**src/rtl/seq_divider.sv**
```systemverilog
// Multi-cycle restoring integer divider, one quotient bit per clock.
// Signed and unsigned per operation; quotient, remainder and divide-by-zero flag.
module seq_divider #(
    parameter int WIDTH = 32,
    parameter int CNT_W = $clog2(WIDTH + 1)
) (
    input  logic             clock,
    input  logic             reset,
    input  logic             start,
    input  logic             is_signed,
    input  logic [WIDTH-1:0] dividend,
    input  logic [WIDTH-1:0] divisor,
    output logic             busy,
    output logic             done,
    output logic [WIDTH-1:0] quotient,
    output logic [WIDTH-1:0] remainder,
    output logic             div_by_zero
);

    typedef enum logic [1:0] {IDLE, CALC, FIX, ZERO} state_e;

    state_e           state_q, state_d;
    logic             sgn_q, sgn_d;
    logic             dvd_neg_q, dvd_neg_d;
    logic             dvs_neg_q, dvs_neg_d;
    logic [WIDTH-1:0] dvd_q, dvd_d;
    logic [WIDTH-1:0] dvs_q, dvs_d;
    logic [WIDTH:0]   rem_q, rem_d;
    logic [WIDTH-1:0] quo_q, quo_d;
    logic [CNT_W-1:0] cnt_q, cnt_d;
    logic [WIDTH-1:0] quotient_q, quotient_d;
    logic [WIDTH-1:0] remainder_q, remainder_d;
    logic             dbz_q, dbz_d;
    logic             done_q, done_d;

    logic [WIDTH:0]   trial;
    logic [WIDTH:0]   diff;
    logic             in_neg;
    logic             dvs_in_neg;

    always_comb begin
        // NOTE: every signal gets a default first so no path leaves it unassigned (no latches).
        state_d     = state_q;
        sgn_d       = sgn_q;
        dvd_neg_d   = dvd_neg_q;
        dvs_neg_d   = dvs_neg_q;
        dvd_d       = dvd_q;
        dvs_d       = dvs_q;
        rem_d       = rem_q;
        quo_d       = quo_q;
        cnt_d       = cnt_q;
        quotient_d  = quotient_q;
        remainder_d = remainder_q;
        dbz_d       = dbz_q;
        done_d      = 1'b0;

        trial      = {rem_q[WIDTH-1:0], dvd_q[WIDTH-1]};
        diff       = trial - {1'b0, dvs_q};
        in_neg     = is_signed & dividend[WIDTH-1];
        dvs_in_neg = is_signed & divisor[WIDTH-1];

        case (state_q)
            IDLE: begin
                if (start) begin
                    sgn_d     = is_signed;
                    dvd_neg_d = in_neg;
                    dvs_neg_d = dvs_in_neg;
                    dvs_d     = dvs_in_neg ? -divisor : divisor;
                    rem_d     = '0;
                    quo_d     = '0;
                    cnt_d     = '0;
                    // Divide-by-zero keeps the raw dividend so it can be returned unchanged.
                    if (divisor == '0) begin
                        dvd_d   = dividend;
                        state_d = ZERO;
                    end else begin
                        dvd_d   = in_neg ? -dividend : dividend;
                        state_d = CALC;
                    end
                end
            end
            CALC: begin
                if (trial >= {1'b0, dvs_q}) begin
                    rem_d = diff;
                    quo_d = {quo_q[WIDTH-2:0], 1'b1};
                end else begin
                    rem_d = trial;
                    quo_d = {quo_q[WIDTH-2:0], 1'b0};
                end
                dvd_d = {dvd_q[WIDTH-2:0], 1'b0};
                cnt_d = cnt_q + CNT_W'(1);
                if (cnt_q == CNT_W'(WIDTH - 1)) begin
                    state_d = FIX;
                end
            end
            FIX: begin
                // MIN / -1 wraps back to MIN through plain WIDTH-bit negation.
                quotient_d  = (sgn_q && (dvd_neg_q ^ dvs_neg_q)) ? -quo_q : quo_q;
                remainder_d = (sgn_q && dvd_neg_q) ? -rem_q[WIDTH-1:0] : rem_q[WIDTH-1:0];
                dbz_d       = 1'b0;
                done_d      = 1'b1;
                state_d     = IDLE;
            end
            ZERO: begin
                quotient_d  = '1;
                remainder_d = dvd_q;
                dbz_d       = 1'b1;
                done_d      = 1'b1;
                state_d     = IDLE;
            end
            default: state_d = IDLE;
        endcase
    end

    // NOTE: state registers use non-blocking assignments so all flops update from pre-edge values.
    always_ff @(posedge clock or posedge reset) begin
        if (reset) begin
            state_q     <= IDLE;
            sgn_q       <= 1'b0;
            dvd_neg_q   <= 1'b0;
            dvs_neg_q   <= 1'b0;
            dvd_q       <= '0;
            dvs_q       <= '0;
            rem_q       <= '0;
            quo_q       <= '0;
            cnt_q       <= '0;
            quotient_q  <= '0;
            remainder_q <= '0;
            dbz_q       <= 1'b0;
            done_q      <= 1'b0;
        end else begin
            state_q     <= state_d;
            sgn_q       <= sgn_d;
            dvd_neg_q   <= dvd_neg_d;
            dvs_neg_q   <= dvs_neg_d;
            dvd_q       <= dvd_d;
            dvs_q       <= dvs_d;
            rem_q       <= rem_d;
            quo_q       <= quo_d;
            cnt_q       <= cnt_d;
            quotient_q  <= quotient_d;
            remainder_q <= remainder_d;
            dbz_q       <= dbz_d;
            done_q      <= done_d;
        end
    end

    assign busy        = (state_q != IDLE);
    assign done        = done_q;
    assign quotient    = quotient_q;
    assign remainder   = remainder_q;
    assign div_by_zero = dbz_q;

endmodule

```
**config.mk**
```make
export PLATFORM = sky130hd
export DESIGN_NAME = seq_divider
export DESIGN_NICKNAME = d
export VERILOG_FILES = /design/src/rtl/seq_divider.sv
export SDC_FILE = /design/constraint.sdc
export NUM_CORES = 1
export LEC_CHECK = 0
export BUFFER_PORTS_ARGS = -buffer_cell sky130_fd_sc_hd__buf_4
export CORE_UTILIZATION = 45
export CTS_CLUSTER_DIAMETER = 100
export DETAILED_ROUTE_END_ITERATION = 16
export PLACE_DENSITY_LB_ADDON = 0.05
export SYNTH_ARGS = -nofsm -noshare
export SYNTH_HDL_FRONTEND = slang
export SYNTH_SLANG_ARGS = --single-unit
export TNS_END_PERCENT = 20
```
**constraint.sdc**
```tcl
create_clock -name clock -period 9.95 [get_ports clock]
set_input_delay 2.4875 -clock clock [delete_from_list [all_inputs] [get_ports clock]]
set_output_delay 2.4875 -clock clock [all_outputs]
set_load 0.1 [all_outputs]
```
==> summary.txt <==
Placement
  – Worst slack, placed: ~4.4 ns
  – Port-buffer cells: between 100 and 150
  – Placed Cells incl. Taps: ~1900
  – GP Congestion: 0.8713
  – HPWL after DPL: ~23 mm

Timing
  – Slew Limit Headroom: 0.3916
  – Worst Tran Pin Value: around 0.91 ns
  – TNS Setup: 0 ns
  – Period utilization: 0.5013
  – Final hold violations: 0
  – Finish-stage setup viols: 0
  – Final Slew Violations: 0
  – Fmax achieved: around 200 MHz
  – RSZ-0062 raised after global routing: no
  – PnR worst setup slack: 4.962 ns
  – Worst Clk Skew: between 0.01 and 0.015 ns
  – Fin crit period: 4.988 ns

Detailed routing
  – Routed WL per cell: around 17 microns
  – Post-route DRC violation count: 0
  – DRT Wirelength: between 30 and 40 mm
  – First drt pass iteration count: 5
  – 1st-iter DRT viols: 662
  – Vias per cell: around 5.6
  – Vias: 10800
  – DRT antenna net count: 0

Power and ir drop
  – P_int: 2.881 mW
  – Worst vdd ir: approximately 0.21 mV
  – Register share of total power: 0.276
  – Pwr/cell area: approximately 380 nW/um^2
  – Psw: between 2 and 3 mW
  – Clock power frac: 0.158
  – Comb power frac: 0.566
  – Leak pwr: 6.328 nW
  – Sw Share: 0.4854

Global route
  – Grt total ovfl: 0
  – Global-route wire length before repair: around 55 mm
  – Pin count of the biggest net entering global routing: 96
  – GRT Util Overall: 0.2358
  – Initial antenna violation count: 0
  – Vias in the first global route: about 10000

Critical path
  – Worst Path Arrival: about 5.4 ns
  – Critical Path Source Type: primary input
  – Crit-path max FO: 29
  – Reg2reg setup slack: around 5.8 ns
  – FF-to-FF End: rem_q[30]
  – R2r startpoint: dvd_q[31]
  – Crit end category: register
  – Worst r2r path cells: 13
  – CP Class: primary input to register
  – Critical Path Start: divisor[22]
  – WP data required: 10.40 ns

Logic synthesis
  – XOR/XNOR Fraction of Synth Area: 0.1025
  – Post-synthesis sequential area ratio: 0.4057
  – Simple-Gate Fraction of Synth Area: 0.1654
  – Syn nets: between 1500 and 2000
  – Number of synthesized flops with an enable pin: 0
  – Synth warn: 0
  – Post-synthesis adder-cell area fraction: 0.03820
  – Synth unique cells: 69
  – Cell count after synthesis: ~1500
  – Dominant cells by area after synthesis: dfrtp_1 (41%), o21ai_0 (6.8%), nand2_1 (6.5%)
  – Mux share of post-synthesis cell area: 0.04800
  – Largest family of logic cells by synthesized area: compound AO/OA/AOI/OAI gates
  – Synthesized area: 12640 sq um
  – Synth Register Bits: a little over 200
  – Cell accounting for the most synthesized area: dfrtp_1
  – Count leader, synth: nand2_1
  – Compound-cell area share of the yosys netlist: 0.1955
  – Async set or reset register ratio after synthesis: 1.000
  – Synth top area share: 0.4057
  – Prevailing post-synth register cell: dfrtp_1
  – Avg Synthesized Cell Area: 8.672 sq um
  – Synth top cells by count: nand2_1 (218), dfrtp_1 (205), o21ai_0 (172)

Worst hold path
  – WHS Endpoint: dvs_q[29]
  – Hold Crit Class: register to register
  – Hold depth: 2
  – Hold Path Origin: dvs_q[29]

CTS
  – CTS root buf: clkbuf_16
  – Post-CTS Setup Inserts: 0
  – Clock-pin slew on the worst setup and hold paths: about 0.060 ns
  – Clock Path Buffers: 3
  – CTS Buf Count: 25
  – CTS sink count: 205
  – CTS tree: yes
  – H-tree depth: 1
  – CTS Hold Bufs: 0
  – Cells resized by post-CTS repair: 0
  – Clock Latency Late Sink: 0.53 ns

Status
  – Status: finished, final reports clean

Floorplanning
  – Die area: 28770 sq um
  – Row cnt: 60
  – Core Box Area: between 20000 and 30000 sq um
  – Io pins: about 140
  – Die Ht: 169.6 microns
  – Initial Utilization: 0.4640
  – Die X-Extent: 169.6 microns

Cells and area
  – ANT cells: 0
  – Fraction of layout instances using a drive strength above 1: 0.1607
  – Nets: approximately 1700
  – Final Non-Filler Cells: between 1500 and 2000
  – Layout area overhead: 15.90%

Run
  – Max_cap viols: 0
[metal layers]
layer | wire length, microns | global-route usage | vias up
li1 | - | - | 5298
met1 | 15190 | 0.3166 | 5241
met2 | 16370 | 0.4002 | 211
met3 | 1041 | 0.02355 | 50
met4 | 971 | 0.07129 | 0
met5 | 0 | 0 | -
[cell families after synthesis]
family / after synthesis
xor gates and xnor gates: 148
adders and majority gates: 38
and+or+nand+nor: 452
DFF: 205
muxes: 57
AOI/OAI and AO/OA: 421
buffers and inverters: 137
[cells in the final DEF, fill, tap and decap left out, drive strengths merged, types with 7 or more instances in the layout]
cell type and n:
o21ai 175, buf 144, nand4 8, mux2i 28
or3 14, nand2 219, a21oi 115, o41ai 14
nor3 20, inv 54, dfrtp 205, nor2 94
xnor2 56, nand3 32, a31oi 10, o31ai 37
a21o 14, clkbuf 39, or4 13, mux2 29
ha 37, nor4 10, o22ai 24, or2 8
nand2b 7, xor2 92
[registers in the layout, indices dropped and copies added (netlist names)]
signal	flops
cnt_q	6
remainder	32
quotient	32
quo_q	32
dvd_q	32
dvs_neg_q	1
div_by_zero	1
rem_q	32
done	1
dvd_neg_q	1
state_q	2
dvs_q	32
sgn_q	1
[worst max-delay path, stage by stage]
cell	delay (ns)
buf_4	0.13
or4_4	0.55
or4_4	0.45
or4_4	0.44
nor4_4	0.55
nor2_4	0.27
o31ai_1	0.16
xnor2_1	0.16
nor2_1	0.06
a31oi_1	0.17
[through the flow]
step	area, sq um	hold slack, ns	util	power (mW)
2_1_floorplan	12640	0.4498	-	3.957
3_3_place_gp	13860	0.4678	0.5087	4.663
3_5_place_dp	13860	0.4719	0.5087	4.715
4_1_cts	14650	0.4858	0.5377	5.624
5_1_grt	14650	0.5046	0.5377	6.054
6_report	14650	0.4781	0.5377	5.599
[worst max path at each step]
stage | end | slack [ns]
3_5_place_dp | dvd_q[12] | 4.40
5_1_grt | dvd_q[12] | 4.80
4_1_cts | dvd_q[12] | 4.96
2_1_floorplan | cnt_q[0] | 1.87
6_report | dvd_q[12] | 4.96
3_3_place_gp | dvd_q[3] | 4.48
[power by group through the flow]
stage | registers (mW) | logic, mW | clock network [mW]
after floorplan | 1.84 | 2.12 | 0
after global placement | 1.55 | 3.11 | 0
after detailed placement | 1.56 | 3.16 | 0
after CTS | 1.54 | 3.18 | 0.903
after global routing | 1.60 | 3.52 | 0.932
final | 1.55 | 3.17 | 0.883
[layout make-up]
cell class                      instances  area [sq um]
Clock buffer                           39         758.2
Clock inverter                          5         32.53
Fill cell                            2604         12600
Inverter                               53         206.4
Multi-Input combinational cell       1116          6978
Sequential cell                       205          5132
Tap cell                              372         465.4
Timing Repair Buffer                  144          1081
No activity file was read; power rests on OpenSTA's default activity.
